**src/rtl/oneapi_gasket_pkg.sv**
```systemverilog
// Shared types and index helpers for the AXI4-S to Avalon-ST pixel gasket.
//   gasket_state_e : ingress FSM states (SYNC waits for first SOF, RUN forwards)
//   beat_marks_t   : per-beat packet markers carried alongside pixel data
//   lower_bit_av/axi : LSB position of channel c of pixel p in each bus format
package oneapi_gasket_pkg;

  typedef enum logic [0:0] {
    SYNC = 1'b0,
    RUN  = 1'b1
  } gasket_state_e;

  typedef struct packed {
    logic sop;
    logic eop;
  } beat_marks_t;

  function automatic int unsigned lower_bit_av(input int unsigned p,
                                               input int unsigned c,
                                               input int unsigned bits_per_pixel_av,
                                               input int unsigned bits_per_channel_av);
    return p * bits_per_pixel_av + c * bits_per_channel_av;
  endfunction

  function automatic int unsigned lower_bit_axi(input int unsigned p,
                                                input int unsigned c,
                                                input int unsigned bits_per_pixel_axi,
                                                input int unsigned bits_per_channel_axi);
    return p * bits_per_pixel_axi + c * bits_per_channel_axi;
  endfunction

endpackage

```
**src/rtl/oneapi_gasket_skid_buffer.sv**
```systemverilog
// Two-entry registered ready/valid slice. Output register O feeds the sink;
// skid register S catches the one beat that arrives while O is stalled.
// in_ready is a flop (!S.valid), so there is no combinational path from
// out_ready back to in_ready.
//   clk, rst_n          : clock, synchronous active-low reset
//   in_valid/in_ready   : upstream handshake, in_data payload
//   out_valid/out_ready : downstream handshake, out_data payload
module oneapi_gasket_skid_buffer #(
  parameter int unsigned WIDTH = 26
) (
  input  logic             clk,
  input  logic             rst_n,
  input  logic             in_valid,
  output logic             in_ready,
  input  logic [WIDTH-1:0] in_data,
  output logic             out_valid,
  input  logic             out_ready,
  output logic [WIDTH-1:0] out_data
);

  logic             o_valid_q, o_valid_d;
  logic [WIDTH-1:0] o_data_q, o_data_d;
  logic             s_valid_q, s_valid_d;
  logic [WIDTH-1:0] s_data_q, s_data_d;
  logic             ready_q, ready_d;
  logic             accept_c;
  logic             o_adv_c;

  // Next-state: O drains S first so order is preserved; S only fills when O is stuck.
  always_comb begin
    o_valid_d = o_valid_q;
    o_data_d  = o_data_q;
    s_valid_d = s_valid_q;
    s_data_d  = s_data_q;
    accept_c  = in_valid & ready_q;
    o_adv_c   = !o_valid_q | out_ready;
    if (o_adv_c) begin
      if (s_valid_q) begin
        o_valid_d = 1'b1;
        o_data_d  = s_data_q;
        s_valid_d = 1'b0;
      end else begin
        o_valid_d = accept_c;
        if (accept_c) begin
          o_data_d = in_data;
        end
      end
    end else if (accept_c) begin
      s_valid_d = 1'b1;
      s_data_d  = in_data;
    end
    ready_d = !s_valid_d;
  end

  always_ff @(posedge clk) begin
    if (!rst_n) begin
      o_valid_q <= 1'b0;
      o_data_q  <= '0;
      s_valid_q <= 1'b0;
      s_data_q  <= '0;
      ready_q   <= 1'b1;
    end else begin
      o_valid_q <= o_valid_d;
      o_data_q  <= o_data_d;
      s_valid_q <= s_valid_d;
      s_data_q  <= s_data_d;
      ready_q   <= ready_d;
    end
  end

  assign in_ready  = ready_q;
  assign out_valid = o_valid_q;
  assign out_data  = o_data_q;

endmodule

```
**src/rtl/oneapi_axs_to_avs_pixel_gasket.sv**
```systemverilog
// Ingress adapter: Intel Streaming Video AXI4-S pixels -> oneAPI Avalon-ST sink.
// Remaps each channel into its padded Avalon lane, maps tuser[0]/tlast to
// sop/eop, drops beats until the first SOF after reset, and registers the
// output through a two-entry skid buffer.
//   csi_clk, rsi_reset_n : clock, synchronous active-low reset
//   axs_*                : AXI4-S video sink (tready registered)
//   aso_*                : Avalon-ST source, readyLatency 0
//   coe_synced           : high once the first SOF has been accepted
module oneapi_axs_to_avs_pixel_gasket
  import oneapi_gasket_pkg::*;
#(
  parameter int unsigned PARALLEL_PIXELS      = 1,
  parameter int unsigned BITS_PER_CHANNEL     = 8,
  parameter int unsigned CHANNELS             = 3,
  parameter int unsigned BITS_PER_CHANNEL_AV  = 8,
  parameter int unsigned BITS_PER_PIXEL_AV    = 24,
  parameter int unsigned BITS_AV              = 24,
  parameter int unsigned EMPTY_BITS           = 2,
  parameter int unsigned BITS_PER_CHANNEL_AXI = 8,
  parameter int unsigned BITS_PER_PIXEL_AXI   = 24,
  parameter int unsigned BITS_AXI             = 24,
  parameter int unsigned TUSER_BITS           = 3
) (
  input  logic                  csi_clk,
  input  logic                  rsi_reset_n,
  output logic                  axs_tready,
  input  logic                  axs_tvalid,
  input  logic [BITS_AXI-1:0]   axs_tdata,
  input  logic                  axs_tlast,
  input  logic [TUSER_BITS-1:0] axs_tuser,
  input  logic                  aso_ready,
  output logic                  aso_valid,
  output logic [BITS_AV-1:0]    aso_data,
  output logic                  aso_startofpacket,
  output logic                  aso_endofpacket,
  output logic [EMPTY_BITS-1:0] aso_empty,
  output logic                  coe_synced
);

  typedef struct packed {
    logic [BITS_AV-1:0] data;
    beat_marks_t        marks;
  } beat_t;

  localparam int unsigned BEAT_W = $bits(beat_t);

  gasket_state_e      state_q, state_d;
  logic               synced_q;
  logic [BITS_AV-1:0] remap_c;
  beat_t              in_beat_c;
  beat_t              out_beat;
  logic               fwd_c;
  logic               unused_ok;

  // AXI pad bits and upper tuser bits are intentionally ignored.
  assign unused_ok = ^{axs_tdata, axs_tuser};

  // Channel remap; everything not written stays 0, which zeroes all Avalon pad bits.
  always_comb begin
    remap_c = '0;
    for (int unsigned p = 0; p < PARALLEL_PIXELS; p++) begin
      for (int unsigned c = 0; c < CHANNELS; c++) begin
        remap_c[lower_bit_av(p, c, BITS_PER_PIXEL_AV, BITS_PER_CHANNEL_AV) +: BITS_PER_CHANNEL_AXI] =
          axs_tdata[lower_bit_axi(p, c, BITS_PER_PIXEL_AXI, BITS_PER_CHANNEL_AXI) +: BITS_PER_CHANNEL_AXI];
      end
    end
  end

  always_comb begin
    in_beat_c.data      = remap_c;
    in_beat_c.marks.sop = axs_tuser[0];
    in_beat_c.marks.eop = axs_tlast;
  end

  // In SYNC only the SOF beat enters the buffer; other accepted beats are dropped.
  assign fwd_c = axs_tvalid & ((state_q == RUN) | axs_tuser[0]);

  // FSM next state: leave SYNC on the accepted SOF beat, then stay in RUN.
  always_comb begin
    state_d = state_q;
    case (state_q)
      SYNC:    if (axs_tvalid && axs_tready && axs_tuser[0]) state_d = RUN;
      RUN:     state_d = RUN;
      default: state_d = SYNC;
    endcase
  end

  always_ff @(posedge csi_clk) begin
    if (!rsi_reset_n) begin
      state_q  <= SYNC;
      synced_q <= 1'b0;
    end else begin
      state_q  <= state_d;
      synced_q <= (state_d == RUN);
    end
  end

  oneapi_gasket_skid_buffer #(
    .WIDTH (BEAT_W)
  ) u_skid (
    .clk       (csi_clk),
    .rst_n     (rsi_reset_n),
    .in_valid  (fwd_c),
    .in_ready  (axs_tready),
    .in_data   (in_beat_c),
    .out_valid (aso_valid),
    .out_ready (aso_ready),
    .out_data  (out_beat)
  );

  assign aso_data          = out_beat.data;
  assign aso_startofpacket = out_beat.marks.sop;
  assign aso_endofpacket   = out_beat.marks.eop;
  assign aso_empty         = '0;
  assign coe_synced        = synced_q;

endmodule

```
**config.mk**
```make
export PLATFORM = sky130hd
export DESIGN_NAME = oneapi_axs_to_avs_pixel_gasket
export DESIGN_NICKNAME = d
export VERILOG_FILES = /design/src/rtl/oneapi_gasket_pkg.sv /design/src/rtl/oneapi_gasket_skid_buffer.sv /design/src/rtl/oneapi_axs_to_avs_pixel_gasket.sv
export SDC_FILE = /design/constraint.sdc
export NUM_CORES = 1
export LEC_CHECK = 0
export ABC_AREA = 0
export BUFFER_PORTS_ARGS = -buffer_cell sky130_fd_sc_hd__clkbuf_2
export CAP_MARGIN = 20
export CORE_UTILIZATION = 40
export CTS_BUF_LIST = sky130_fd_sc_hd__clkbuf_4
export CTS_CLUSTER_SIZE = 14
export DETAILED_ROUTE_END_ITERATION = 10
export GPL_TIMING_DRIVEN = 0
export HOLD_SLACK_MARGIN = 0.08
export PLACE_DENSITY = 0.61
export SYNTH_ARGS = -nofsm -noshare
export SYNTH_HDL_FRONTEND = slang
export SYNTH_SLANG_ARGS = --single-unit
```
**constraint.sdc**
```tcl
create_clock -name csi_clk -period 1.71 [get_ports csi_clk]
set_input_delay 0.0855 -clock csi_clk [delete_from_list [all_inputs] [get_ports csi_clk]]
set_output_delay 0.0855 -clock csi_clk [all_outputs]
set_load 0.03 [all_outputs]
```
[Word level (Yosys, flattened, before mapping)]
Cells that the tools add are included.
W data, S select, Z words.
Cells by class
  bitwise logic cells: 6
  reductions and logical operators: 7
  mux-type cells: 7
Operator list (number)
  $mux W26: 2
  $mux W1: 4
  $reduce_and A2 Y1: 2
  $and A1 B1 Y1: 2
  $logic_and A1 B1 Y1: 2
  $logic_not A1 Y1: 2
  $not A1 Y1: 2
  $or A1 B1 Y1: 2
  $pmux W1 S2: 1
  $reduce_bool A2 Y1: 1
Storage, ports and cells
  input bits: 32
  logic and storage cells: 26
  flip-flop bits (word level): 56

[Longest topological paths before layout]
Gate-level depths: netlist of run 1.
  depth after elaboration: 6
  depth in mapped cells: 6

[Hierarchy]
Synthesis of run 1 repeated with hierarchy kept, for this count alone.
Second synthesis, totals
  cells, all modules: 250
  area total of the unflattened synthesis: 2411.1 µm²
Modules (own cells, without submodules)
  oneapi_gasket_skid_buffer: cells each 243, area an instance 2352.3 µm², times used 1
  oneapi_axs_to_avs_pixel_gasket: cells each 7, area an instance 58.8 µm², times used 1

[Worst setup path after synthesis of run 1]
No wires, ideal clock.
  path kind: register to register
  start: register u_skid.ready_q (netlist: u_skid.in_ready)
  end: register u_skid.ready_q (netlist: u_skid.in_ready)
  data arrival time: 1519 ps
  required time: 1587 ps
  path buffers: 3
  path slack: 67 ps
  cell stages (with the launch flop): 7
  cell sequence: dfxtp_1 > o211a_1 > buf_6 > nor2_1 > buf_2 > buf_4 > or2_2
On the way
  cells in the longest elaborated chain, start to end: 4
Ends and longest elaborated chain
  start: declaration: line oneapi_gasket_skid_buffer.sv:25  | logic ready_q, ready_d;
  start signal: assignment: line oneapi_gasket_skid_buffer.sv:67  | ready_q <= ready_d;
  $and A1 B1 Y1: line oneapi_gasket_skid_buffer.sv:35  | accept_c = in_valid & ready_q;
  $mux W1: line oneapi_gasket_skid_buffer.sv:48  | end else if (accept_c) begin
  $mux W1: line oneapi_gasket_skid_buffer.sv:37  | if (o_adv_c) begin
  $logic_not A1 Y1: line oneapi_gasket_skid_buffer.sv:52  | ready_d = !s_valid_d;
Every way passes these cells.
A chain may end at the register's enable or synchronous reset.

[Worst setup path in the final report of run 1]
  start: register u_skid.s_valid_q
  end: register u_skid.o_data_q[20] (netlist: u_skid.out_data[20])
On the way
  cells in the longest elaborated chain, start to end: 2
Ends and longest elaborated chain
  start: declaration: line oneapi_gasket_skid_buffer.sv:23  | logic s_valid_q, s_valid_d;
  start signal: assignment: line oneapi_gasket_skid_buffer.sv:65  | s_valid_q <= s_valid_d;
  $reduce_bool A2 Y1 (no line)
  $reduce_and A2 Y1 (no line)
  end signal: assignment: line oneapi_gasket_skid_buffer.sv:64  | o_data_q <= o_data_d;
  end: declaration: line oneapi_gasket_skid_buffer.sv:22  | logic [WIDTH-1:0] o_data_q, o_data_d;
Parallel ways exist; a longest one is shown, timed or not.

==> results.md, run 1 <==
* Clk slew on worst S/H paths at 0.15 ns
* Vias at 2229
* Ys Warns at 0
* DIE WIDTH at 80.7 um
* Post-Syn Area at 2480 sq um
* CP Max Fanout at 10
* Layout cells sized above 1 at 25.9%
* Initial DRC Count at 103
* Sequential-to-total area share from yosys stat at 45.3%
* Drt drc at 0
* Area delta synth->final at 29.2%
* Worst Setup End Kind: flip-flop
* # rows at 28
* WL/cell at 14.2 um
* Worst flop-to-flop path startpoint: u_skid.s_valid_q
* Combinational power share at 21.8%
* Clk pwr share at 22.5%
* Fin crit period at 1.60 ns
* Synthesis-stage register bit count at 56
* Core area at 5960 sq um
* Crit path cell chain: buf_2, buf_2, mux2i_1, nand2_1, o221a_1
* Synth cell types at 23
* Maxcap violations at 0
* CTS sink cnt at 56
* Worst path slowest cell: buf_2
* Ports at 63
* Pint at 1750 uW
* Routability Congestion at 0.757
* Final Hold Violating Endpoints at 0
* Die area at 6510 sq um
* Cells after synthesis at 257
* Top delay family on crit path: buffers and inverters
* Arr. time, crit path at 1.89 ns
* Vias per inst at 5.23
* Peak VDD IR at 387 uV
* Adder-cell share of the synthesized area at 0%
* Vias in the first global route at 2093
* Net load switching power at 775 uW
* Status: finished clean
* Count of final setup violators at 0
* Total gr overflow at 0
* Post-Route WL at 6050 um
* Post-route core utilization at 53.7%
* Post-synthesis mux area share at 10.5%
* All-Layer GR Usage at 20.3%
* Initial Utilization at 41.6%
* Clk Latency, worst-skew pair at 0.38 ns
* Reg2reg setup slack at 0.11 ns
* Die Y at 80.7 um
* Leak at 0.00129 uW
* Nets at 382
* Compound-gate portion of the synthesized area at 26.5%
* Initial antenna violation count at 0
* Crit-path most repeated cell: buf_2
* Pin count of the biggest net entering global routing at 17
* CTS HTree Levels at 2
* Type of the worst setup path: flip-flop to flip-flop
* Post-Synth Simple-Gate Area at 10.9%
* TritonCTS clock tree: yes
* Hold path startpoint: rsi_reset_n
* Fmax achieved at 624 MHz
* Post-DRT Antenna Nets at 0
* Port bufs at 57
* Main combinational cell family by area after synthesis: compound AO/OA/AOI/OAI gates
* Crit path largest cell delay at 0.36 ns
* Final HPWL DP at 4090 um
* Reg power frac at 55.7%
* # diodes at 0
* Worst setup SP type: flip-flop
* WP data required at 1.99 ns
* CTS Buffer Depth at 2
* CP startpoint: u_skid.s_valid_q
* Num CTS Buffers at 5
* Clock Skew at 0.0121 ns
* Post-synthesis xor/xnor area fraction at 0%
* Setup TNS at 0 ns
* Pwr/cell area at 789 nW/um^2
* Final Max Tran Viols at 0
* Global-route wire length before repair at 10100 um
* Syn Area/Cell at 9.63 sq um
* Buf+Inv Stages, Crit Path at 2
* Clk root buf: clkbuf_4
* Crit share post-route at 93.8%
* Sw frac at 30.7%
* Drt pass-1 iters at 4
* Worst hold path type: input pin to flip-flop
per-layer routing:
layer / vias up / track usage (%) / routed length (um)
met5: - / 0 / 0
li1: 1127 / - / -
met2: 51 / 32.6 / 2760
met4: 0 / 5.36 / 56
met3: 7 / 4.09 / 257
met1: 1044 / 27.5 / 2980
registers in the layout, indices dropped and copies added, names as in the netlist:
register,cells
u_skid.s_valid_q,1
u_skid.in_ready,1
coe_synced,1
u_skid.out_data,26
u_skid.s_data_q,26
u_skid.out_valid,1
cell type report:
cell class                 count  area, sq um
buffer                        31          174
clock buffer                   5         37.5
clock inverter                 3         13.8
fill                         593         2760
multi-input combinational    171         1190
sequential                    56         1120
tap                           75         93.8
timing repair buffer          85          563
Yosys cell counts:
cell | count | area (sq um)
a21boi_0 | 26 | 195
a21boi_1 | 1 | 7.51
a31oi_1 | 1 | 6.26
buf_2 | 5 | 25.0
buf_4 | 3 | 22.5
buf_6 | 4 | 45.0
clkbuf_1 | 19 | 71.3
conb_1 | 1 | 3.75
dfxtp_1 | 56 | 1120
mux2i_1 | 26 | 260
nand2_1 | 27 | 101
nand2b_1 | 1 | 6.26
nand3_1 | 26 | 130
nand4_1 | 1 | 6.26
nor2_1 | 2 | 7.51
nor2b_1 | 2 | 12.5
o211a_1 | 1 | 10.0
o211ai_1 | 1 | 7.51
o21a_1 | 1 | 7.51
o21ai_0 | 26 | 130
o221a_1 | 20 | 225
o221a_2 | 6 | 67.6
or2_2 | 1 | 6.26
path summary, 6_finish.rpt:
| path | endpoint | cells after the start |
|---|---|---|
| min reg2reg | u_skid.s_data_q[20] | 2 |
| min | u_skid.s_valid_q | 3 |
| max | u_skid.out_data[20] | 5 |
| max reg2reg | u_skid.out_data[20] | 5 |
timing repair:
| action | in CTS | in global routing |
|---|---|---|
| hold buffers | 27 | 0 |
| resized for setup | 0 | 14 |
| endpoints found under the hold margin | 27 | 0 |
| buffers inserted | 0 | 1 |
| setup endpoints to repair | 0 | 43 |
cell usage in the layout, fill, tap and decap left out, types with 2 or more instances in the layout:
master | Yosys | routed
clkbuf_2 | 0 | 63
dfxtp_1 | 56 | 55
nand2_1 | 27 | 27
dlygate4sd3_1 | 0 | 27
mux2i_1 | 26 | 26
nand3_1 | 26 | 26
o21ai_0 | 26 | 26
a21boi_0 | 26 | 26
o221a_1 | 20 | 20
clkbuf_1 | 19 | 13
clkbuf_4 | 0 | 6
o221a_2 | 6 | 6
buf_2 | 5 | 4
buf_6 | 4 | 4
buf_4 | 3 | 4
nor2_1 | 2 | 2
nor2b_1 | 2 | 2
conb_1 | 1 | 2
clkinv_2 | 0 | 2
power groups by stage:
stage	Combinational (uW)	Clock (uW)	Sequential [uW]
2_1_floorplan	223	0	1550
3_3_place_gp	497	0	1430
3_5_place_dp	497	0	1440
4_1_cts	547	591	1410
5_1_grt	600	638	1420
6_report	550	568	1410
worst reg2reg max path: stages (launching register included):
cell and delay, ns:
dfxtp_1 0.33, buf_2 0.25, buf_2 0.37, mux2i_1 0.26, nand2_1 0.08, o221a_1 0.23
kinds of logic (layout without fill, tap and decap cells):
kind of cell | Yosys count | count (layout)
AO/OA/AOI/OAI | 83 | 83
buffers and inverters | 31 | 124
flip-flops | 56 | 56
multiplexers | 26 | 26
other | 1 | 2
AND/OR/NAND/NOR | 60 | 60
per-stage QoR:
stage                     hold WS, ns  instance area [sq um]  std cells  worst slack [ns]  total power, uW
after floorplan                 0.239                   2480        258            0.0672             1770
after global placement          0.351                   2860        390            0.0619             1930
after detailed placement        0.356                   2860        390            0.0540             1930
after CTS                      0.0998                   3180        425            0.0136             2550
after global routing            0.121                   3200        426          -0.00206             2650
final                          0.0994                   3200        426             0.106             2520
Power figures use the tool's default switching activity.
==> run 2: changes to the inputs <==
CORE_UTILIZATION = 47   (was 40)
PLACE_DENSITY = 0.7   (was 0.61)
RECOVER_POWER = 100   (was default)
==> run 2 against run 1 <==
  * Clock power down 3%
  * Via count down 0.13%
  * Non-clock buffer count unchanged
  * Die area is 15% lower
  * First-iteration DRC count shrank 25%
  * Sequential power is essentially flat
  * Worst setup slack got worse by 0.061 ns
  * Clock skew up 0.0013 ns
  * Clock-buffer cell count stayed put
  * Maximum frequency fell by 3.7%
  * Critical path type is now input pin to flip-flop
==> results.md, run 2 (synthesis gave the netlist of run 1 again) <==
* Status: finished clean
* Die Y at 74.6 um
* Final HPWL DP at 3960 um
* Clk Latency, worst-skew pair at 0.37 ns
* WL/cell at 14.5 um
* Routability Congestion at 0.750
* Reg power frac at 56.6%
* Fmax achieved at 601 MHz
* TritonCTS clock tree: yes
* Type of the worst setup path: input pin to flip-flop
* All-Layer GR Usage at 22.9%
* Die area at 5560 sq um
* Setup TNS at 0 ns
* Slew HR at 65.6%
* Total gr overflow at 0
* Leak at 0.00118 uW
* Nets at 382
* Num CTS Buffers at 5
* DIE WIDTH at 74.6 um
* Crit path cell chain: dlygate4sd3_1, clkbuf_2, o211a_1, buf_6, o21a_1, buf_6, buf_2, o221a_1
* Layout cells sized above 1 at 17.1%
* Top delay family on crit path: buffers and inverters
* Post-route core utilization at 62.0%
* Cell count of the worst hold path at 3
* Core area at 5070 sq um
* Worst setup SP type: input pin
* Worst hold path type: input pin to flip-flop
* Initial antenna violation count at 0
* Most common cell after layout, fill and taps aside: dfxtp_1
* Fin crit period at 1.66 ns
* Design Power at 2490 uW
* Register Area at 1120 sq um
* Crit-path most repeated cell: buf_6
* Worst flop-to-flop path startpoint: coe_synced
* Clk pwr share at 22.1%
* Count of final setup violators at 0
* Setup WS pre-CTS at 0.0782 ns
* Reg2reg setup slack at 0.08 ns
* Area delta synth->final at 27.1%
* CP Max Fanout at 10
* R2R Path End: u_skid.out_data[5]
* CP startpoint: axs_tuser[0]
* Worst slew pin tran at 0.516 ns
* Drt pass-1 iters at 4
* Initial Utilization at 48.8%
* Net load switching power at 757 uW
* Vias at 2226
* CTS Buffer Depth at 2
* Ports at 63
* Critical path destination: u_skid.out_data[5]
* CTS HTree Levels at 2
* CTS sink cnt at 56
* Initial DRC Count at 77
* Vias in the first global route at 2092
* Post-DRT Antenna Nets at 0
* Drt drc at 0
* Crit path largest cell delay at 0.55 ns
* Fillers at 501
* Vias per inst at 5.29
* Pint at 1730 uW
* # rows at 26
* Multi-input logic area at 1190 sq um
* Most frequent cells in the layout: dfxtp_1 (55), clkbuf_1 (44), clkbuf_2 (34)
* Pwr/cell area at 790 nW/um^2
* # diodes at 0
* Critical path depth in cells at 8
* Hold path startpoint: rsi_reset_n
* Post-Route WL at 6100 um
* Clk root buf: clkbuf_4
* Worst Setup End Kind: flip-flop
* Final WS setup at 0.0454 ns
* Sw frac at 30.4%
* Final Hold Violating Endpoints at 0
* RSZ-0062 raised after global routing: no
* Clk slew on worst S/H paths at 0.15 ns
* Clock Skew at 0.0134 ns
* Port bufs at 57
* Combinational power share at 21.3%
* WP data required at 1.98 ns
* Final Max Tran Viols at 0
* Worst path slowest cell: dlygate4sd3_1
* Peak VDD IR at 368 uV
* Global-route wire length before repair at 9750 um
* Crit share post-route at 97.3%
* Arr. time, crit path at 1.93 ns
* Buf+Inv Stages, Crit Path at 5
* Maxcap violations at 0
* R2r worst-path depth at 6
* Pin count of the biggest net entering global routing at 17
run 2: area by class of cell:
type                            instances  area share [%]
Clock inverter                          3           0.437
Timing Repair Buffer                   85            16.7
Clock buffer                            5            1.19
Buffer                                 31            5.25
Tap cell                               70            2.78
Sequential cell                        56            35.7
Multi-Input combinational cell        171            38.0
run 2: worst min-delay path by stage:
| stage | to | slack [ns] |
|---|---|---|
| after floorplan | u_skid.s_data_q[1] | 0.24 |
| after global placement | u_skid.s_data_q[12] | 0.35 |
| after detailed placement | u_skid.s_data_q[11] | 0.35 |
| after CTS | u_skid.s_valid_q | 0.08 |
| after global routing | u_skid.s_valid_q | 0.1 |
| final | u_skid.s_valid_q | 0.09 |
run 2: tightest hold or removal path, cell delays in order:
cell	delay [ns]
clkbuf_1	0.18
nand2_1	0.12
nor2_1	0.04
run 2: stage by stage:
stage / instance area, sq um / instances / hold WS [ns]
2_1_floorplan: 2480 / 258 / 0.239
3_3_place_gp: 2850 / 385 / 0.348
3_5_place_dp: 2850 / 385 / 0.353
4_1_cts: 3170 / 420 / 0.0850
5_1_grt: 3150 / 421 / 0.0966
6_report: 3150 / 421 / 0.0902
run 2: what timing repair did:
action / in CTS / in global routing
gates resized for setup: 0 / 10
setup endpoints to repair: 0 / 33
hold buffers: 27 / 0
endpoints found under the hold margin: 27 / 0
buffers inserted: 0 / 1
run 2: routing by layer:
layer  track usage [%]  vias to the layer above  share of wire [%]  wire length (um)
met5                 0                        -                  0                 0
li1                  -                     1122                  -                 -
met1              30.5                     1039                 46              2790
met2              38.9                       57                 49              2970
met3              3.66                        8                4.3               263
met4              5.45                        0                1.3                80
run 2: power groups by stage:
stage	combinational, uW	sequential [uW]	clock, uW
after floorplan	223	1550	0
after global placement	492	1430	0
after detailed placement	495	1440	0
after CTS	543	1410	567
after global routing	575	1420	624
final	529	1410	550
==> run 3: changes to the inputs <==
CORE_ASPECT_RATIO = 0.6   (was default)
==> run 3 against run 2 <==
  * Cell count shrank 1.4%
  * Sequential power is essentially flat
  * First-iteration DRC count grew 30%
==> results.md, run 3 (synthesis gave the netlist of run 1 again) <==
* Clock Skew at 0.00809 ns
* Cell count of the worst hold path at 3
* Slew HR at 66.0%
* Initial antenna violation count at 0
* Placed inst area at 2850 sq um
* Setup WS pre-CTS at 0.0602 ns
* Most common cell after layout, fill and taps aside: dfxtp_1
* Core area at 5050 sq um
* # rows at 20
* Drt pass-1 iters at 4
* Final Hold Violating Endpoints at 0
* Ports at 63
* Type of the worst setup path: input pin to flip-flop
* Fmax achieved at 623 MHz
* Die Y at 58.2 um
* Pin count of the biggest net entering global routing at 15
* Area delta synth->final at 26.9%
* Nets at 383
* Vias at 2237
* Leak at 0.00118 uW
* Total gr overflow at 0
* Drt drc at 0
* CP Max Fanout at 10
* Global-route wire length before repair at 10100 um
* Post-DRT Antenna Nets at 0
* RSZ-0062 raised after global routing: no
* All-Layer GR Usage at 23.8%
* Status: finished clean
* Crit path cell chain: dlygate4sd3_1, clkbuf_1, o211a_1, buf_6, nor2_1, buf_2, buf_4, o221a_1
* Num CTS Buffers at 5
* Final HPWL DP at 4290 um
* Initial DRC Count at 100
* Buf+Inv Stages, Crit Path at 5
* WP data required at 2.04 ns
* Worst Setup End Kind: flip-flop
* WL/cell at 15.1 um
* Top delay family on crit path: buffers and inverters
* CTS Buffer Depth at 2
* Arr. time, crit path at 1.94 ns
* Crit share post-route at 93.8%
* Clk slew on worst S/H paths at 0.14 ns
* Vias in the first global route at 2058
* Worst slew pin tran at 0.510 ns
* Clk root buf: clkbuf_4
* Clk Latency, worst-skew pair at 0.38 ns
* Routability Congestion at 0.759
* Critical path depth in cells at 8
* Vias per inst at 5.39
* Worst hold path type: input pin to flip-flop
* Setup TNS at 0 ns
* Final WS setup at 0.106 ns
* # diodes at 0
* Die area at 5570 sq um
* Final Max Tran Viols at 0
* Fin crit period at 1.60 ns
* R2r worst-path depth at 6
* Maxcap violations at 0
* Worst setup SP type: input pin
* TritonCTS clock tree: yes
* Most frequent cells in the layout: dfxtp_1 (56), clkbuf_1 (43), clkbuf_2 (33)
* DIE WIDTH at 95.7 um
* Initial Utilization at 49.0%
* Count of final setup violators at 0
* CTS HTree Levels at 2
* Layout cells sized above 1 at 16.9%
* Peak VDD IR at 415 uV
* Post-route core utilization at 62.2%
* Worst path slowest cell: dlygate4sd3_1
* Crit path largest cell delay at 0.53 ns
* Post-Route WL at 6280 um
* Port bufs at 57
* Pwr/cell area at 787 nW/um^2
* Final instance area at 3140 sq um
* CTS sink cnt at 56
## run 3: cell count changes in the layout (fill, tap and decap cells not counted), sizes merged
cell | before | now
clkbuf | 84 | 82
buf | 10 | 13
clkinv | 3 | 0
## run 3: stage by stage
stage / cells / total power [uW] / hold slack (ns)
final: 415 / 2470 / 0.106
after global routing: 415 / 2590 / 0.123
after CTS: 413 / 2490 / 0.101
after detailed placement: 381 / 1930 / 0.354
after global placement: 381 / 1930 / 0.347
after floorplan: 258 / 1770 / 0.239
## run 3: metal layers
metal | vias up | global-route usage [%] | share of wire (%)
met5 | - | 0 | 0
met3 | 7 | 4.72 | 6.1
met2 | 72 | 33.4 | 39
met4 | 0 | 6.40 | 0.92
li1 | 1121 | - | -
met1 | 1037 | 36.7 | 54
## run 3: cell type report
class                   instances  area, sq um
fillers                       493         1910
multi-input cells             171         1190
flip-flops and latches         56         1120
repair buffers                 86          533
plain buffers                  31          174
well taps                      66         82.6
clock buffers                   5         37.5
## run 3: where the power goes
group          switching (uW)  internal (uW)  leakage [uW]
logic                     330            210      0.000703
registers                37.4           1370      0.000457
clock network             386            139     0.0000230
## run 3: final timing paths
| check | startpoint | slack [ns] | endpoint |
|---|---|---|---|
| min reg2reg | u_skid.s_data_q[13] | 0.49 | u_skid.s_data_q[13] |
| max reg2reg | u_skid.in_ready | 0.11 | u_skid.in_ready |
| max | axs_tuser[0] | 0.11 | u_skid.out_data[4] |
| min | rsi_reset_n | 0.11 | u_skid.s_valid_q |
## run 3: repair_timing
item	4_1_cts	5_1_grt
hold buffers	27	0
setup buffers	0	2
endpoints found under the hold margin	27	0
endpoints found under the setup margin	0	44
gates resized for setup	0	13
## run 3: worst register-to-register path, stage by stage, from the launching register on
cell and delay [ns]:
dfxtp_1 0.44, o211a_1 0.19, buf_6 0.14, nor2_1 0.06, buf_2 0.20, buf_4 0.20, or2_2 0.29
